$ cat src/rtl/ram_array.sv
// ram_array: single-port word RAM with a written-flag per word.
// Reads and writes complete in one cycle with registered outputs. Words
// that were never written read back as zero and report hit=0. An
// out-of-range address raises a one-cycle err pulse and changes nothing.
// preset fills every word with ones and marks it as written. clear is an
// asynchronous reset that wipes contents, flags and outputs.
module ram_array #(
    parameter int WIDTH = 16,
    parameter int DEPTH = 8,
    parameter int AW    = $clog2(DEPTH)
) (
    input  logic             clk,
    input  logic             clear,
    input  logic             en,
    input  logic             r_w,
    input  logic [AW-1:0]    addr,
    input  logic             preset,
    input  logic [WIDTH-1:0] in,
    output logic [WIDTH-1:0] out,
    output logic             out_valid,
    output logic             hit,
    output logic             err,
    output logic [AW:0]      used,
    output logic             full
);

    localparam logic [AW:0] DEPTH_W = (AW+1)'(DEPTH);

    logic [WIDTH-1:0] mem [DEPTH];
    logic [DEPTH-1:0] written;

    logic             in_range;
    logic [AW-1:0]    idx;
    logic             do_write;
    logic [WIDTH-1:0] out_d;
    logic             valid_d;
    logic             hit_d;
    logic             err_d;

    // Decode the access and compute the values the output registers take next.
    always_comb begin
        // NOTE: every signal gets a default first so no path through the
        // branches below leaves one unassigned, which would infer a latch.
        in_range = 1'b0;
        idx      = '0;
        do_write = 1'b0;
        out_d    = '0;
        valid_d  = 1'b0;
        hit_d    = 1'b0;
        err_d    = 1'b0;

        in_range = ({1'b0, addr} < DEPTH_W);
        // Keep the array index legal even when the address is out of range.
        idx      = in_range ? addr : '0;
        do_write = !preset && en && r_w && in_range;

        if (!preset && en) begin
            if (!in_range) begin
                err_d = 1'b1;
            end else if (r_w) begin
                // Write-through: the new data appears on out next cycle.
                out_d   = in;
                valid_d = 1'b1;
                hit_d   = written[idx];
            end else begin
                out_d   = written[idx] ? mem[idx] : '0;
                valid_d = 1'b1;
                hit_d   = written[idx];
            end
        end
    end

    // Storage array and written-flags: fill on preset, store on a write.
    always_ff @(posedge clk or negedge clear) begin
        // NOTE: the array sits inside the async reset because clear must wipe
        // every word immediately; this costs a reset pin per storage bit, so
        // only do it for memories that really must come up cleared.
        if (!clear) begin
            for (int i = 0; i < DEPTH; i++) begin
                // NOTE: state is updated with non-blocking assignments so all
                // registers see pre-edge values, whatever the statement order.
                mem[i] <= '0;
            end
            written <= '0;
        end else if (preset) begin
            for (int i = 0; i < DEPTH; i++) begin
                mem[i] <= '1;
            end
            written <= '1;
        end else if (do_write) begin
            mem[idx]     <= in;
            written[idx] <= 1'b1;
        end
    end

    // Output registers and the distinct-written-word counter.
    always_ff @(posedge clk or negedge clear) begin
        if (!clear) begin
            out       <= '0;
            out_valid <= 1'b0;
            hit       <= 1'b0;
            err       <= 1'b0;
            used      <= '0;
        end else begin
            out       <= out_d;
            out_valid <= valid_d;
            hit       <= hit_d;
            err       <= err_d;
            if (preset) begin
                used <= DEPTH_W;
            end else if (do_write && !written[idx]) begin
                // Only a first write to a word counts; the flag caps used at DEPTH.
                used <= used + 1'b1;
            end
        end
    end

    // full tracks used combinationally.
    always_comb begin
        full = (used == DEPTH_W);
    end

endmodule

$ cat config.mk
export PLATFORM = sky130hd
export DESIGN_NAME = ram_array
export DESIGN_NICKNAME = d
export VERILOG_FILES = /design/src/rtl/ram_array.sv
export SDC_FILE = /design/constraint.sdc
export NUM_CORES = 1
export LEC_CHECK = 0
export CAP_MARGIN = 20
export CORE_AREA = 2 2 133 135
export CTS_BUF_LIST = sky130_fd_sc_hd__clkbuf_8
export CTS_CLUSTER_SIZE = 28
export DETAILED_ROUTE_END_ITERATION = 7
export DIE_AREA = 0 0 135 137
export SETUP_SLACK_MARGIN = 0.3
export SLEW_MARGIN = 25
export SYNTH_ARGS = -nofsm -noshare
export SYNTH_HDL_FRONTEND = slang
export SYNTH_SLANG_ARGS = --single-unit
$ cat constraint.sdc
create_clock -name clk -period 1.65 [get_ports clk]
set_input_delay 0.4125 -clock clk [delete_from_list [all_inputs] [get_ports clk]]
set_output_delay 0.4125 -clock clk [all_outputs]
set_load 0.02 [all_outputs]
-- After elaboration in Yosys (flattened, before gate mapping)
Cells that the tools add are included.
- word-level logic and storage cells: 51
- output and inout port bits: 24
- bits in registers: 158
- input bits: 24
- bitwise operators: 2
- reductions and logical operators: 9
- $add $sub $neg: 1
- mux-type cells: 21
- $lt $le $gt $ge: 4
- eq/ne operators: 1
- operator list (cell ; count):
    128-bit two-way mux ; 2
    128-bit bitwise mux ; 1
    16-bit two-way mux ; 6
    16-bit binary-select mux with 3-bit select ; 1
    16-bit demux with 3-bit select ; 1
    8-bit two-way mux ; 2
    4-bit two-way mux ; 2
    8-bit bitwise OR ; 1
    1-bit logical AND ; 5
    4-bit by 1-bit adder with 4-bit output (second input constant) ; 1
    4-bit == test (second input constant) ; 1
    4-bit greater-or-equal comparator (second input constant) ; 1
    3-bit by 4-bit less-than comparator with 1-bit output (second input constant) ; 1
    4-bit by 1-bit less-than comparator with 1-bit output (second input constant) ; 1
    1-bit two-way mux ; 4
    3-bit inverter with 4-bit output ; 1
    2-bit nonzero test ; 2
    1-bit binary-select mux with 3-bit select ; 1
    1-bit demux with 3-bit select ; 1
    3-bit by 1-bit greater-or-equal comparator with 1-bit output (second input constant) ; 1
    1-bit logical NOT ; 2

-- Depth between registers and ports, before layout
- depth in word-level cells: 8
- gate-level depth with buffers: 8
- depth with buffers taken out: 5

-- Worst setup path after synthesis
Ideal clock, no wire load.
- path type: in2reg
- from: input port addr[0]
- to: register out[3]
- setup time: 121 ps
- stages: 6
- slack: 30 ps
- arrival: 1499 ps
- data required time: 1529 ps
- cell sequence: buf_6 -> buf_6 -> mux2_1 -> a221oi_2 -> o22ai_1 -> a22o_1
- longest elaborated chain between the ends: 7
- elaborated cells between the ends (all ways): 9
- RTL lines (item ; line ; text):
    start: declaration ; 16 ; input logic [AW-1:0] addr,
    3-bit inverter with 4-bit output (not written as such) ; 66 ; out_d = written[idx] ? mem[idx] : '0;
    16-bit binary-select mux with 3-bit select ; 66 ;
    16-bit two-way mux (not written as such) (2 in series) ; 66 ;
    16-bit two-way mux (*) ; 66 ;
    16-bit two-way mux (*) ; 60 ; end else if (r_w) begin
    16-bit two-way mux (*) ; 57 ; if (!preset && en) begin
    via out_d[3] ; 35 ; logic [WIDTH-1:0] out_d;
    end signal: assignment ; 105 ; out <= out_d;
    end: declaration ; 19 ; output logic [WIDTH-1:0] out,
The timed path passes the listed nets; every way through them passes the cells marked *. The select of a mux whose other input is x is not followed.
A chain may end at the register's enable or synchronous reset.

-- Worst setup path in the final report
- from: register used[1]
- to: output port used[1]
- RTL lines (item ; line ; text):
    start: declaration ; 23 ; output logic [AW:0] used,
    start signal: assignment ; 113 ; used <= used + 1'b1;
No word-level cell between the ends.

==> flow_summary.toml <==
[status]
status = "finished with violations"
violations = "negative setup slack"

[floorplanning]
die-area_um2 = 18500
start_util_pct = 44.1
core-area_um2 = 17100
die_w_um = 135
num_rows = 48
num_io_pins = 48
die_h_um = 137

[routing]
ant_nets = 0
vias = 6828
totalWireLength_um = 25700
vias_per_cell = 5.85
first_iter_violations = 675
drt-pass1-iter-count = 5
drc = 0
wl_per_cell_um = 22.0

[critical_path]
cp.arrival_ns = 1.34
critPathLaunch = "used[1]$_DFFE_PN0P_"
critical_path_class = "reg -> out"
cp_max_fo = 2
cp-end-kind = "primary output"
crit_required_ns = 1.24
worstSetupStartpointType = "register"
r2r_start = "written[7]$_DFFE_PN0P_"

[sta]
slew_viol_final = 0
fin_crit_sh_pct = 106
fin_ws_ns = -0.102
rsz0062_at_grt = "yes"
max_freq_mhz = 571
slew_headroom_pct = 64.6
report.final.hold_viol_count = 0
min_period_ns = 1.75
tightest_slew_ns = 0.530
setup_viol = 2
finClkSkew_ns = 0.00857

[yosys]
ys_async_sr_fraction_pct = 100
synthCells = 800
ys_top_cells_by_count = "nand2_1, dfrtp_1, nand3_1, clkbuf_1, nor2_1"
synth-main-ff-cell = "dfrtp_1"
ys_seq_elements = 158
synth_edf_count = 0
yosysSeqAreaShare_pct = 52.5
synth_top_area_share_pct = 52.5
syn_nets = 826
yosysMostFrequentCell = "nand2_1"
ys_warn_count = 0
synth_area_um2 = 7530
yosys.area.top_type = "dfrtp_1"
netlist_top_cells_area = "dfrtp_1, nand2_1, nand3_1"
ys_types = 55
syn_avg_cell_area_um2 = 9.41

[grt]
grt.busiest_layer = "met2"
use_met3_pct = 5.81
met2_usage_pct = 44.3
grt_overflow = 0
grt_pass1_wl_um = 39300
grt_util_met1_pct = 38.7
grt_usage_pct = 28.6
antenna_found_initial = 0
grt_pass1_vias = 6857
grt_max_degree = 54

[clocking]
htreeDepth = 4
cts_tree = "yes"
cts_made_buffers = 17
cts.sinks = 158
clk_pin_slew_ns = 0.09
cts.path.max_buffers = 2
clock_latency_ns = 0.46
cts_root_buf = "clkbuf_8"

[pwr]
leakage_nw = 4.44
vdd_ir_drop_max_v = 0.000492
p_per_area_nw_per_um2 = 813
power_mw = 8.38

[finish]
area_delta_synth_final_pct = 37.0
register_area_um2 = 3960
drive_above_1_share_pct = 32.8
nFillCells = 1411
diodes = 0
final_core_util_pct = 60.4
multiInputGateArea_um2 = 3740
fin_nets = 956

[placed_design]
gp_congestion = 0.915
place_hpwl_um = 15800
io_buffers = 46

[flow_run]
maxCapViolCount = 0

[worst_hold_path]
hp-class = "in -> async"
[report_power, final]
part           leakage, nW  total (mW)  internal [mW]  switching, mW
clock                0.228        3.12           1.67           1.45
sequential            1.53        4.03           3.96         0.0603
combinational         2.68        1.24          0.530          0.707
[flip-flops by register name, summed over array words and instances, names as in the netlist]
name       flops
mem          128
out           16
written        8
used           4
hit            1
out_valid      1
[placed cells by master (no fill, tap or decap), types with 5 or more instances in the layout]
cell / instances
or3_1: 7
mux2_4: 7
nand3_1: 102
nand2_2: 15
o21ai_0: 17
nor2_1: 28
nand2_4: 5
o211ai_1: 7
nor2_4: 6
buf_6: 48
nand2_8: 6
inv_1: 5
a22o_1: 5
o21ai_2: 6
nor3_4: 6
o22ai_1: 5
mux4_2: 8
buf_12: 21
mux2i_1: 13
mux2_2: 6
a221oi_2: 13
a221oi_1: 7
dfrtp_1: 156
clkdlybuf4s50_1: 16
a22oi_1: 5
nand2_1: 229
buf_4: 80
nand3_2: 8
clkbuf_8: 18
[final cells by class]
type / count / share of cell area [%]
clock buffers: 18 / 2.40
clock inverters: 14 / 1.70
flip-flops and latches: 158 / 38.4
inverters: 5 / 0.182
well taps: 225 / 2.73
repair buffers: 177 / 18.3
multi-input cells: 571 / 36.3
[cell families (layout without fill, tap and decap cells)]
| group | count (synthesis) | in the layout | synth area share [%] |
|---|---|---|---|
| AND/OR/NAND/NOR | 434 | 437 | 26.0 |
| flip-flops | 158 | 158 | 52.5 |
| AO/OA/AOI/OAI | 92 | 92 | 9.31 |
| buffers and inverters | 74 | 214 | 4.97 |
| multiplexers | 36 | 36 | 6.43 |
| XOR/XNOR | 3 | 3 | 0.349 |
| adder cells (fa/ha/maj) | 2 | 2 | 0.332 |
| other | 1 | 1 | 0.0498 |
[routing by layer]
metal  share of wire (%)  routed length (um)  vias up
met5                   0                   0        -
met4                 4.5                1150        0
met3                 8.9                2300       90
met2                  46               11800      354
met1                  40               10400     3383
li1                    -                   -     3001
[path summary, 6_finish.rpt]
path / slack (ns) / cells after the start / to
max: -0.10 / 4 / used[1]
min: 0.35 / 2 / written[5]$_DFFE_PN0P_
max reg2reg: 0.15 / 5 / out[12]$_DFF_PN0_
min reg2reg: 0.47 / 1 / written[3]$_DFFE_PN0P_
max in group asynchronous: 0.75 / 3 / used[2]$_DFFE_PN0P_
min in group clk: 0.47 / 1 / written[3]$_DFFE_PN0P_
[per-stage QoR]
stage	hold slack (ns)	instances	setup slack (ns)	area [um^2]	setup TNS (ns)
5_1_grt	0.353	1168	-0.158	10300	-0.297
3_5_place_dp	0.269	1103	-0.590	9050	-76.95
6_report	0.350	1168	-0.102	10300	-0.194
4_1_cts	0.346	1162	-0.114	10100	-0.143
2_1_floorplan	0.117	800	0.0780	7770	0
3_3_place_gp	0.267	1103	-0.592	9050	-72.96
[worst max-delay path, stage by stage (launching register included)]
cell	delay (ns)
dfrtp_2	0.41
buf_4	0.13
buf_6	0.11
buf_6	0.11
buf_6	0.12
[what timing repair did]
| item | in CTS | in global routing |
|---|---|---|
| gates cloned | 7 | 1 |
| endpoints found under the setup margin | 179 | 99 |
| endpoints found under the hold margin | 14 | 0 |
| resized for setup | 221 | 53 |
| hold buffers | 1 | 0 |
| pin swaps | 27 | 19 |
| setup buffers | 19 | 5 |
(Power assumes the default switching activity.)
